--- config.mk ---
export PLATFORM = sky130hd
export DESIGN_NAME = rotate_ctrl_flat
export DESIGN_NICKNAME = d
export VERILOG_FILES = /design/src/rtl/rotate_ctrl_if.sv /design/src/rtl/rotate_ctrl.sv /design/src/flat_wrapper.sv
export SDC_FILE = /design/constraint.sdc
export NUM_CORES = 1
export LEC_CHECK = 0
export CAP_MARGIN = 20
export CELL_PAD_IN_SITES_DETAIL_PLACEMENT = 1
export CELL_PAD_IN_SITES_GLOBAL_PLACEMENT = 1
export CORE_MARGIN = 2
export CORE_UTILIZATION = 53
export CTS_CLUSTER_SIZE = 20
export DETAILED_ROUTE_END_ITERATION = 7
export GPL_ROUTABILITY_DRIVEN = 0
export PLACE_DENSITY = 0.87
export SYNTH_ARGS = -nofsm -noshare
export SYNTH_HDL_FRONTEND = slang
export SYNTH_SLANG_ARGS = --single-unit
export TNS_END_PERCENT = 5
--- constraint.sdc ---
create_clock -name clk -period 7.6 [get_ports clk]
set_input_delay 1.14 -clock clk [delete_from_list [all_inputs] [get_ports clk]]
set_output_delay 1.14 -clock clk [all_outputs]
set_load 0.02 [all_outputs]
--- src/rtl/rotate_ctrl_if.sv ---
// Button inputs and display-driver control outputs of rotate_ctrl.
// The design takes the slave side; whoever drives the buttons takes the master side.
interface rotate_ctrl_if;
    logic btn_run;
    logic btn_dir;
    logic en;
    logic cw;
    logic step;

    modport master (
        output btn_run,
        output btn_dir,
        input  en,
        input  cw,
        input  step
    );

    modport slave (
        input  btn_run,
        input  btn_dir,
        output en,
        output cw,
        output step
    );
endinterface

--- src/rtl/rotate_ctrl.sv ---
// Run/stop and direction control for the rotating-segment display driver:
// button synchronizer + debounce, run/stop FSM, step prescaler, direction updates held to step edges.
module rotate_ctrl #(
    parameter int unsigned TICK_DIV  = 25_000_000,
    parameter int unsigned DB_CYCLES = 1_000_000
) (
    input  logic         clk,
    input  logic         reset,
    rotate_ctrl_if.slave bus
);

    localparam int unsigned DcW  = (DB_CYCLES > 1) ? $clog2(DB_CYCLES) : 1;
    localparam int unsigned CntW = (TICK_DIV > 1) ? $clog2(TICK_DIV) : 1;
    localparam logic [DcW-1:0]  DcMax  = DcW'(DB_CYCLES - 1);
    localparam logic [CntW-1:0] CntMax = CntW'(TICK_DIV - 1);

    typedef enum logic {StStop, StRun} state_e;

    // Index 0 is the run/stop button, index 1 the direction button.
    logic [1:0]     raw;
    logic [1:0]     sync1_q, s_q;
    logic [1:0]     db_q, db_d, dbp_q, press_q;
    logic [DcW-1:0] dc_q [2];
    logic [DcW-1:0] dc_d [2];

    assign raw = {bus.btn_dir, bus.btn_run};

    always_comb begin
        for (int b = 0; b < 2; b++) begin
            db_d[b] = db_q[b];
            dc_d[b] = dc_q[b];
            if (s_q[b] == db_q[b]) begin
                dc_d[b] = '0;
            end else if (dc_q[b] == DcMax) begin
                db_d[b] = s_q[b];
                dc_d[b] = '0;
            end else begin
                dc_d[b] = dc_q[b] + DcW'(1);
            end
        end
    end

    // Press pulse is registered once more so the FSM reacts DB_CYCLES+3 edges after sampling.
    always_ff @(posedge clk or posedge reset) begin
        if (reset) begin
            sync1_q <= '0;
            s_q     <= '0;
            db_q    <= '0;
            dbp_q   <= '0;
            press_q <= '0;
            for (int b = 0; b < 2; b++) begin
                dc_q[b] <= '0;
            end
        end else begin
            sync1_q <= raw;
            s_q     <= sync1_q;
            db_q    <= db_d;
            dbp_q   <= db_q;
            press_q <= db_q & ~dbp_q;
            for (int b = 0; b < 2; b++) begin
                dc_q[b] <= dc_d[b];
            end
        end
    end

    logic run_press, dir_press;
    assign run_press = press_q[0];
    assign dir_press = press_q[1];

    state_e          state_q, state_d;
    logic [CntW-1:0] cnt_q, cnt_d;
    logic            en_q, en_d;
    logic            cw_q, cw_d;
    logic            step_q, step_d;
    logic            pend_q, pend_d;
    logic            pend_next;

    always_comb begin
        state_d   = state_q;
        cnt_d     = cnt_q;
        step_d    = 1'b0;
        cw_d      = cw_q;
        pend_d    = pend_q;
        pend_next = pend_q ^ dir_press;
        unique case (state_q)
            StStop: begin
                cnt_d  = '0;
                pend_d = 1'b0;
                if (dir_press) begin
                    cw_d = ~cw_q;
                end
                if (run_press) begin
                    state_d = StRun;
                end
            end
            StRun: begin
                if (run_press) begin
                    state_d = StStop;
                    cnt_d   = '0;
                    cw_d    = cw_q ^ pend_next;
                    pend_d  = 1'b0;
                end else if (cnt_q == CntMax) begin
                    step_d = 1'b1;
                    cnt_d  = '0;
                    cw_d   = cw_q ^ pend_next;
                    pend_d = 1'b0;
                end else begin
                    cnt_d  = cnt_q + CntW'(1);
                    pend_d = pend_next;
                end
            end
            default: begin
                state_d = StStop;
            end
        endcase
        en_d = (state_d == StRun);
    end

    always_ff @(posedge clk or posedge reset) begin
        if (reset) begin
            state_q <= StStop;
            cnt_q   <= '0;
            en_q    <= 1'b0;
            cw_q    <= 1'b1;
            step_q  <= 1'b0;
            pend_q  <= 1'b0;
        end else begin
            state_q <= state_d;
            cnt_q   <= cnt_d;
            en_q    <= en_d;
            cw_q    <= cw_d;
            step_q  <= step_d;
            pend_q  <= pend_d;
        end
    end

    assign bus.en   = en_q;
    assign bus.cw   = cw_q;
    assign bus.step = step_q;

endmodule

--- src/flat_wrapper.sv ---
// flat-port wrapper written by rule: the top's interface ports become plain ports
module rotate_ctrl_flat 
#(
    parameter int unsigned TICK_DIV  = 25_000_000,
    parameter int unsigned DB_CYCLES = 1_000_000
)
  (clk, reset, bus_btn_run, bus_btn_dir, bus_en, bus_cw, bus_step);
  rotate_ctrl_if bus_i ();
  input  logic clk;
  input  logic reset;
  input wire logic [$bits(bus_i.btn_run)-1:0] bus_btn_run;
  input wire logic [$bits(bus_i.btn_dir)-1:0] bus_btn_dir;
  output wire logic [$bits(bus_i.en)-1:0] bus_en;
  output wire logic [$bits(bus_i.cw)-1:0] bus_cw;
  output wire logic [$bits(bus_i.step)-1:0] bus_step;
  assign bus_i.btn_run = bus_btn_run;
  assign bus_i.btn_dir = bus_btn_dir;
  assign bus_en = bus_i.en;
  assign bus_cw = bus_i.cw;
  assign bus_step = bus_i.step;
  rotate_ctrl #(.TICK_DIV(TICK_DIV), .DB_CYCLES(DB_CYCLES)) u_core (.clk(clk), .reset(reset), .bus(bus_i));
endmodule
### Word level (Yosys, flattened, before mapping)

Index checks and enable logic that the tools add are counted.

* eq/ne operators: 7
* $add $sub $neg: 3
* bitwise operators: 8
* reductions and logical operators: 3
* multiplexer cells: 20

Operators with widths (number)
* $mux 20: 4
* $mux 25: 2
* $pmux 25 s2: 1
* $add 20x1->20 const B: 2
* $eq 20x20->1 const B: 2
* $add 25x1->25 const B: 1
* $eq 25x25->1 const B: 1
* $mux 1: 10
* $pmux 1 s2: 3
* $reduce_and 2->1: 3
* $not 1->1: 4
* $ne 3x2->1 const B: 1
* $and 2x2->2: 1
* $eq 1x1->1: 2
* $ne 2x1->1 const B: 1
* $not 2->2: 1
* $xor 1x1->1: 2

* input bits: 4
* word-level logic and storage cells: 54
* bits in registers: 79

### Depth between registers and ports, before layout

* word-level depth: 5
* mapped depth: 6
* mapped depth without buffers: 5

### Worst setup path after synthesis

Ideal clock, no wire load.

* path kind: reg2reg
* start point: register u_core.dc_q[32] in the netlist's numbering
* end point: register u_core.db_q[0]
* period minus slack after synthesis: 1986 ps
* slack: 5614 ps
* setup time: 125 ps
* arrival time: 1862 ps
* stages on the path, launching flop included: 5
* required time: 7475 ps
* buffers on the path: 0
* cell sequence: dfrtp_1 > or4b_1 > or4_1 > nor2_1 > mux2_2

* word-level cells in the longest chain between the ends: 2

Ends and longest elaborated chain
* start: declaration: RTL line rotate_ctrl.sv:23 `logic [DcW-1:0] dc_q [2];`
* start signal: indexed assignment: RTL line rotate_ctrl.sv:61 `dc_q[b] <= dc_d[b];`
* $eq 20x20->1: RTL line rotate_ctrl.sv:34 `end else if (dc_q[b] == DcMax) begin`
* $reduce_and 2->1 (no source line)
* end signal: assignment: RTL line rotate_ctrl.sv:48 `db_q <= '0;`
* end signal: assignment: RTL line rotate_ctrl.sv:57 `db_q <= db_d;`
* end: declaration: RTL line rotate_ctrl.sv:22 `logic [1:0] db_q, db_d, dbp_q, press_q;`

No other way between the ends.
A chain may end at the register's enable or synchronous reset.

### Worst setup path in the final report

* start point: register u_core.cw_q, in the netlist u_core.bus.cw
* end point: output bus_cw

RTL lines
* start: declaration: RTL line rotate_ctrl.sv:73 `logic cw_q, cw_d;`
* start signal: assignment: RTL line rotate_ctrl.sv:131 `cw_q <= cw_d;`
* end: declaration: RTL line flat_wrapper.sv:14 `output wire logic [$bits(bus_i.cw)-1:0] bus_cw;`

No word-level cell between the ends.

==> reports/results.txt <==
outcome - finished clean
Port Buffers - 6
CP Cell Sequence - clkdlybuf4s50_1
syn_nets - 386
HP Class - register to register
VDD IR max - 114 uV
slowest CP cell - clkdlybuf4s50_1
Area Overhead vs Synth - 9.54%
CTS tree - built
Synth Register Bits - 79
worst hold slack - 0.368 ns
Initial Utilization - 0.554
WP depth - 1
Achievable Freq - 0.376 GHz
CP endpoint kind - output port
ratio of cells with drive above 1 in the final layout - 0.0962
slowest stage delay, CP - 0.60 ns
Hold Path Origin - u_core.sync1_q[1]
total negative slack - 0 ns
Max Cap Viol - 0
Slew Limit Fails - 0
time the worst path needs with I/O delays and setup - 2.66 ns
CP max FO - 5
slew margin rel. - 0.346
setup repair bufs after CTS - 0
H-Tree Depth - 3
LEAKAGE - 1.63 nW
Syn Area/Cell - 10.1 um^2
largest net degree at the start of global routing - 80
Worst EP arrival - 1.52 ns
vias in the first global route - 3125
register area share after synthesis - 0.517
Die Y - 89.0 um
PostCTS Resize Cnt - 0
Post-route DRC - 0
DIE WIDTH - 89.0 um
Distinct cells, synth - 46
CP Data Required Time - 6.46 ns
post-synth top area share - 0.510
via count - 2918
CTS buffer count - 9
worst setup margin - 4.94 ns
DP HPWL - 6040 um
hold buffer count at CTS - 0
Syn Std Cell Area - 3830 um^2
Site Rows - 30
initial antenna violation count - 0
power density over the cells - 183 nW/um^2
Yosys top cell by area - dfrtp_1
CP Buf/Inv Count - 1
Critical Path Source - u_core.bus.cw
main area contributors after synthesis - dfrtp_1, xnor2_1, nor2_1
hold-critical path depth - 0
WL final - 8750 um
top cell family by delay on the critical path - buffers and inverters
reg2reg start - u_core.dc_q[32]
clock sink total - 79
RSZ-0062 raised after global routing - no
Setup-failing EPs final - 0
Reg clk slew, reported paths - 0.08 ns
period utilisation layout - 0.350
Most used DFF post-synth - dfrtp_1
Yosys Warn Count - 0
first-pass GRT wire length - 15000 um
Post-synth ARST share - 1.00
Layout Nets - 397
Vias/cell - 5.94
gr usage total - 0.250
Mapped Cells - 379
Place WS - 5.10 ns
Clock Path Buffers - 2
Routed Antenna Nets - 0
I/O pins - 7
Util after Layout - 0.607
# diodes - 0
CORE AREA - 6910 um^2
iteration count of the initial detailed-routing pass - 4
EDFF count, synth - 0
DRT iter0 DRCs - 143
DR WL/cell - 17.8 um
CP startpoint kind - register
die area - 7920 um^2
clk_skew - 0.0101 ns
Final Hold Viols - 0
R2R depth - 5
Tightest Pin Transition - 0.981 ns
fill count - 780
worst skew pair latency - 0.36 ns
Overflow after GRT - 0
CTS Root Cell - clkbuf_8
Crit Path Category - register to output port
==> Yosys cell counts, types with 4 or more instances <==
master	n
dfrtp_1	78
nor2_1	52
xnor2_1	25
nand2_1	23
nand3_1	22
xor2_1	20
a21oi_1	18
nand4_1	15
nor4_1	12
inv_1	11
or4_1	11
o21ai_0	9
o31ai_1	8
nor3_1	7
or3_1	7
clkbuf_1	6
and3_1	5
and2_1	4
==> stage by stage <==
step                std cells  area (um^2)  total power [mW]
floorplan                 379         3830             0.449
global placement          475         3990             0.456
detailed placement        475         3990             0.458
CTS                       491         4190             0.775
global route              491         4190             0.796
finish                    491         4190             0.768
==> cells by family after synthesis <==
kind of cell,Yosys count,share of synthesized area
fa+ha+maj,3,0.00980
flops,79,0.517
buf+inv,21,0.0252
mux,2,0.00588
xor+xnor,45,0.103
compound gates,42,0.0660
simple gates,187,0.274
==> area by class of cell <==
| type | instances | area [um^2] | area share |
|---|---|---|---|
| Sequential cell | 79 | 1980 | 0.472 |
| Multi-Input combinational cell | 279 | 1760 | 0.420 |
| Clock buffer | 13 | 159 | 0.0379 |
| Tap cell | 96 | 120 | 0.0286 |
| Timing Repair Buffer | 10 | 90.1 | 0.0215 |
| Clock inverter | 3 | 42.5 | 0.0101 |
| Inverter | 11 | 42.5 | 0.0101 |
==> state kept, by name, summed over array words and instances (netlist names) <==
| register | cells |
|---|---|
| u_core.pend_q | 1 |
| u_core.sync1_q | 2 |
| u_core.s_q | 2 |
| u_core.db_q | 2 |
| u_core.bus.step | 1 |
| u_core.cnt_q | 25 |
| u_core.bus.cw | 1 |
| u_core.press_q | 2 |
| u_core.dbp_q | 2 |
| u_core.dc_q | 40 |
| u_core.state_q | 1 |
==> power breakdown <==
part | internal [mW] | switching, mW | total, mW | leakage, nW
combinational | 0.00572 | 0.0153 | 0.0210 | 0.446
sequential | 0.424 | 0.00444 | 0.428 | 1.09
clock | 0.170 | 0.150 | 0.319 | 0.0996
==> cells in the final DEF, fill, tap and decap left out, types with 2 or more instances in the layout <==
master and instances:
a21oi_1 18, and2_1 4, and3_1 5, and4_1 3, buf_4 4, clkbuf_1 2
clkbuf_8 11, clkdlybuf4s50_1 6, clkinv_2 2, dfrtp_1 78, ha_1 3, inv_1 10
mux2_2 2, nand2_1 23, nand3_1 22, nand4_1 15, nor2_1 52, nor2b_1 2
nor3_1 7, nor4_1 12, nor4b_1 3, nor4bb_1 2, o21ai_0 9, o31ai_1 8
o41ai_1 2, or2_2 2, or3_1 7, or3_2 2, or4_1 11, or4_4 3
or4b_2 2, xnor2_1 25, xor2_1 20
==> path summary, 6_finish.rpt <==
| path | end | slack [ns] |
|---|---|---|
| hold reg to reg | u_core.s_q[1] | 0.37 |
| setup / recovery | bus_cw | 4.94 |
| setup reg to reg | u_core.dc_q[24] | 5.08 |
| max in group asynchronous | u_core.sync1_q[0] | 5.55 |
| hold / removal | u_core.s_q[1] | 0.37 |
| min in group asynchronous | u_core.sync1_q[1] | 1.43 |
==> routing by layer <==
metal | global-route usage | wire length, um | part of all wire
met4 | 0.113 | 194 | 0.022
met3 | 0.0351 | 135 | 0.015
met1 | 0.295 | 3740 | 0.43
met2 | 0.450 | 4670 | 0.53
met5 | 0 | 0 | 0
(Power assumes the default switching activity.)
